File: config.mk
export PLATFORM = sky130hd
export DESIGN_NAME = door_access_controller
export DESIGN_NICKNAME = d
export VERILOG_FILES = /design/src/rtl/door_access_controller.sv
export SDC_FILE = /design/constraint.sdc
export NUM_CORES = 1
export LEC_CHECK = 0
export CORE_AREA = 2 2 72 74
export DETAILED_ROUTE_END_ITERATION = 10
export DIE_AREA = 0 0 74 76
export GPL_TIMING_DRIVEN = 0
export MAX_ROUTING_LAYER = met4
export PLACE_DENSITY_LB_ADDON = 0.1
export SLEW_MARGIN = 10
export SYNTH_ARGS = -nofsm -noshare
export SYNTH_HDL_FRONTEND = slang
export SYNTH_SLANG_ARGS = --single-unit
File: constraint.sdc
create_clock -name clk -period 6.1 [get_ports clk]
set_input_delay 1.22 -clock clk [delete_from_list [all_inputs] [get_ports clk]]
set_output_delay 1.22 -clock clk [all_outputs]
set_load 0.05 [all_outputs]
File: src/rtl/door_access_controller.sv
`default_nettype none
// ============================================================================
// Module      : door_access_controller
// Description : Door strike / failed-attempt lockout sequencer fed by the
//               password datapath verdict; optional lockout alarm blink is
//               enabled by defining ALARM_BLINK_EN.
// Revision    : 1.0 - initial release
// ============================================================================
module door_access_controller #(
  parameter int unsigned UNLOCK_TICKS  = 250,
  parameter int unsigned LOCKOUT_TICKS = 1500,
  parameter int unsigned MAX_FAILS     = 3,
  parameter int unsigned CNT_W         = 12
) (
  input  logic       clk,
  input  logic       reset,
  input  logic       tick,
  input  logic       enter,
  input  logic       green_LED,
  input  logic       red_LED,
  output logic       unlock,
  output logic       alarm,
  output logic       locked_out,
  output logic       clear_entry,
  output logic [3:0] fail_count
);

  localparam logic [CNT_W-1:0] UNLOCK_LOAD  = CNT_W'(UNLOCK_TICKS);
  localparam logic [CNT_W-1:0] LOCKOUT_LOAD = CNT_W'(LOCKOUT_TICKS);
  localparam logic [CNT_W-1:0] TIMER_ONE    = CNT_W'(1);
  localparam logic [3:0]       MAX_FC       = 4'(MAX_FAILS);

  typedef enum logic [1:0] {
    IDLE    = 2'd0,
    EVAL    = 2'd1,
    OPEN    = 2'd2,
    LOCKOUT = 2'd3
  } state_t;

  state_t           state_q, state_d;
  logic [CNT_W-1:0] timer_q, timer_d;
  logic [3:0]       fail_count_q, fail_count_d;
  logic             enter_q;
  logic             unlock_q, unlock_d;
  logic             alarm_q, alarm_d;
  logic             locked_out_q, locked_out_d;
  logic             clear_entry_q, clear_entry_d;
  logic             rise;
  logic [3:0]       fail_inc;

  assign rise     = enter & ~enter_q;
  // Saturating increment: the count can never wrap past the lockout threshold.
  assign fail_inc = (fail_count_q < MAX_FC) ? fail_count_q + 4'd1 : fail_count_q;

  always_comb begin
    state_d       = state_q;
    timer_d       = timer_q;
    fail_count_d  = fail_count_q;
    unlock_d      = unlock_q;
    alarm_d       = alarm_q;
    locked_out_d  = locked_out_q;
    clear_entry_d = 1'b0;

    case (state_q)
      IDLE: begin
        if (rise) begin
          state_d = EVAL;
        end
      end

      EVAL: begin
        clear_entry_d = 1'b1;
        if (green_LED && !red_LED) begin
          fail_count_d = 4'd0;
          timer_d      = UNLOCK_LOAD;
          unlock_d     = 1'b1;
          state_d      = OPEN;
        end else begin
          fail_count_d = fail_inc;
          if (fail_inc == MAX_FC) begin
            timer_d      = LOCKOUT_LOAD;
            alarm_d      = 1'b1;
            locked_out_d = 1'b1;
            state_d      = LOCKOUT;
          end else begin
            state_d = IDLE;
          end
        end
      end

      OPEN: begin
        if (tick) begin
          if (timer_q <= TIMER_ONE) begin
            timer_d  = '0;
            unlock_d = 1'b0;
            state_d  = IDLE;
          end else begin
            timer_d = timer_q - TIMER_ONE;
          end
        end
      end

      LOCKOUT: begin
        if (tick) begin
          if (timer_q <= TIMER_ONE) begin
            timer_d      = '0;
            fail_count_d = 4'd0;
            alarm_d      = 1'b0;
            locked_out_d = 1'b0;
            state_d      = IDLE;
          end else begin
            timer_d = timer_q - TIMER_ONE;
`ifdef ALARM_BLINK_EN
            alarm_d = ~alarm_q;
`else
            alarm_d = 1'b1;
`endif
          end
        end
      end

      default: begin
        state_d = IDLE;
      end
    endcase
  end

  always_ff @(posedge clk or negedge reset) begin
    if (!reset) begin
      state_q       <= IDLE;
      timer_q       <= '0;
      fail_count_q  <= 4'd0;
      enter_q       <= 1'b0;
      unlock_q      <= 1'b0;
      alarm_q       <= 1'b0;
      locked_out_q  <= 1'b0;
      clear_entry_q <= 1'b0;
    end else begin
      state_q       <= state_d;
      timer_q       <= timer_d;
      fail_count_q  <= fail_count_d;
      enter_q       <= enter;
      unlock_q      <= unlock_d;
      alarm_q       <= alarm_d;
      locked_out_q  <= locked_out_d;
      clear_entry_q <= clear_entry_d;
    end
  end

  assign unlock      = unlock_q;
  assign alarm       = alarm_q;
  assign locked_out  = locked_out_q;
  assign clear_entry = clear_entry_q;
  assign fail_count  = fail_count_q;

endmodule
`default_nettype wire

==> impl_metrics.yaml <==
outcome:
  outcome: "complete, no violations"
synth:
  netlist_instances: 151
  synth_warnings: 0
  ys_ff_latch: 23
  yosysUniqueCellTypes: 40
  seq_area_frac_synth: 0.410
  synth_top_area_share: 0.410
  avgSynthCellArea_sq_um: 9.31
  synth_area_leaders: "dfrtp_1, a22o_1, nor3_1"
  synth_most_common_cell: "dfrtp_1"
  async_flop_share: 1.00
  synth_largest_area_cell: "dfrtp_1"
  synth_top_flop_cell: "dfrtp_1"
  synth_area_sq_um: 1410
  ys_top_cells_by_count: "dfrtp_1, nor2_1, nor3_1, inv_1, a21oi_1"
  synth_edf_count: 0
  synthesis.nets: 160
pwr:
  pwr-share-seq: 0.344
  leakagePower_nw: 0.676
  p_sw_w: 0.000318
  power.share.clock: 0.150
  combPwrFrac: 0.506
  switching_share: 0.461
  power.density_nw_per_um2: 415
  irDropWorstVdd_v: 0.000225
  finalPower_w: 0.000690
  p_int_w: 0.000372
sta:
  hold_viol_final: 0
  finalCritPeriodShare: 0.456
  final.setup.tns_ns: 0
  fin_crit_ns: 2.78
  tightestPinTransition_ns: 1.07
  slew_headroom: 0.268
  worst_slack_ns: 3.32
  rsz0062_at_grt: "false"
  maxSlewViolCount: 0
  holdWs_ns: 0.539
  finalSetupViolations: 0
  fmax_ghz: 0.360
  fin_skew_ns: 0.00744
critical_path:
  start_kind: "input port"
  cp_data_required_time_ns: 6.29
  path_class: "input port to register"
  crit_chain: "clkdlybuf4s50_1, nor2b_1, a2111oi_0, nor3_1, nor3b_1"
  cp_max_fo: 5
  path_delay_family: "compound AO/OA/AOI/OAI gates"
  crit_buf_inv: 1
  crit_path_top_delay_cell: "a2111oi_0"
  crit_arrival_ns: 2.97
  cp_slowest_stage_delay_ns: 0.85
  end_kind: "register"
global_route:
  grt_max_degree: 24
  grt_first_pass_wirelength_um: 6490
  overflow: 0
  antenna_found_initial: 0
  first_global_vias: 1302
  track_usage: 0.151
die:
  dieWidth_um: 74
  die_area_sq_um: 5620
  start_util: 0.286
  die_h_um: 76
  ios: 14
  core_sq_um: 4910
  rows: 26
final_layout:
  syn_to_final_growth_pct: 18.4
  fin_nets: 178
  n_antenna_cell: 0
  drive_above_1_share: 0.125
  fin_util: 0.339
placed_design:
  dp_hpwl_um: 2750
  gp_congestion: 0.771
  port_buffers: 13
  pre_cts_slack_ns: 3.00
clock_tree:
  htreeDepth: 1
  clk_path_buf_depth: 2
  clock_latency_ns: 0.28
  cts_made_buffers: 3
  cts_hold_buf: 0
  cts_setup_buffers: 0
  cts.sinks: 23
  cts_resized: 0
  cts_root_buffer: "clkbuf_8"
  cts_tree: "built"
  path_clk_slew_ns: 0.10
route:
  drtIter0Drc: 80
  wirelength_um: 3800
  ant_nets: 0
  wl_per_cell_um: 16.0
  drc_errors: 0
  drt-pass1-iter-count: 4
  vias: 1297
  vias_per_cell: 5.45
run:
  maxCapViolations: 0
hold_path:
  min_path_type: "register to register"
-- through the flow --
step | area, sq um | instances
after detailed placement | 1620 | 234
after floorplan | 1410 | 151
after global placement | 1620 | 234
after CTS | 1670 | 238
after global routing | 1660 | 238
final | 1660 | 238
-- final timing paths --
check | cells after the start | slack, ns | endpoint | startpoint
worst max register to register | 5 | 3.51 | alarm$_DFFE_PN0P_ | fail_count[1]$_DFFE_PN0P_
max in group asynchronous | 1 | 4.81 | fail_count[0]$_DFFE_PN0P_ | reset
min in group asynchronous | 1 | 0.92 | timer_q[8]$_DFFE_PN0P_ | reset
worst min-delay path | 1 | 0.54 | timer_q[5]$_DFFE_PN0P_ | timer_q[5]$_DFFE_PN0P_
worst min register to register | 1 | 0.54 | timer_q[5]$_DFFE_PN0P_ | timer_q[5]$_DFFE_PN0P_
worst max-delay path | 5 | 3.32 | alarm$_DFFE_PN0P_ | green_LED
-- state kept, by name, summed over array words and instances (netlist names) --
signal	flops
fail_count	4
state_q	2
clear_entry	1
unlock	1
timer_q	12
locked_out	1
enter_q	1
alarm	1
-- power by group through the flow --
| stage | logic, W | clock network (W) | registers, W |
|---|---|---|---|
| after detailed placement | 0.000349 | 0 | 0.000240 |
| final | 0.000349 | 0.000103 | 0.000238 |
| after CTS | 0.000351 | 0.000105 | 0.000237 |
| after global routing | 0.000387 | 0.000112 | 0.000246 |
| after global placement | 0.000350 | 0 | 0.000240 |
| after floorplan | 0.000216 | 0 | 0.000275 |
-- routing by layer --
metal,global-route usage,vias to the layer above,wire [um]
met3,0.0225,9,150
met5,-,-,0
met2,0.229,30,1820
li1,-,617,-
met4,0.0509,0,74
met1,0.206,641,1750
-- placed cells by master, fill, tap and decap left out, types with 5 or more instances in the layout --
master	count
nor2_1	11
o22ai_1	6
a21oi_1	8
o21ai_0	6
dfrtp_1	23
nor3_1	11
clkdlybuf4s50_1	12
o2bb2ai_1	5
a22o_1	7
nand2_1	7
inv_1	9
buf_2	5
-- cells by family (layout without fill, tap and decap cells) --
kind of cell,count (synthesis),in the layout,synth area share
adders and majority gates,3,3,0.0267
and+or+nand+nor,56,56,0.230
buffers and inverters,19,36,0.0650
AOI/OAI and AO/OA,49,49,0.261
muxes,1,1,0.00801
DFF,23,23,0.410
-- worst reg2reg max path, cell delays in order (launching register included) --
cell       delay (ns)
dfrtp_1          0.45
ha_1             0.32
or3b_2           0.47
a2111oi_0        0.97
nor3_1           0.09
nor3b_1          0.21
-- final cells by class --
cell class                      instances  area [sq um]
Tap cell                               70          87.6
Clock buffer                            3          41.3
Clock inverter                          1          5.00
Inverter                                9          33.8
Sequential cell                        23           576
Fill cell                             520          3250
Buffer                                 10          57.6
Timing Repair Buffer                   13           125
Multi-Input combinational cell        109           738
No activity file was read; power rests on OpenSTA's default activity.
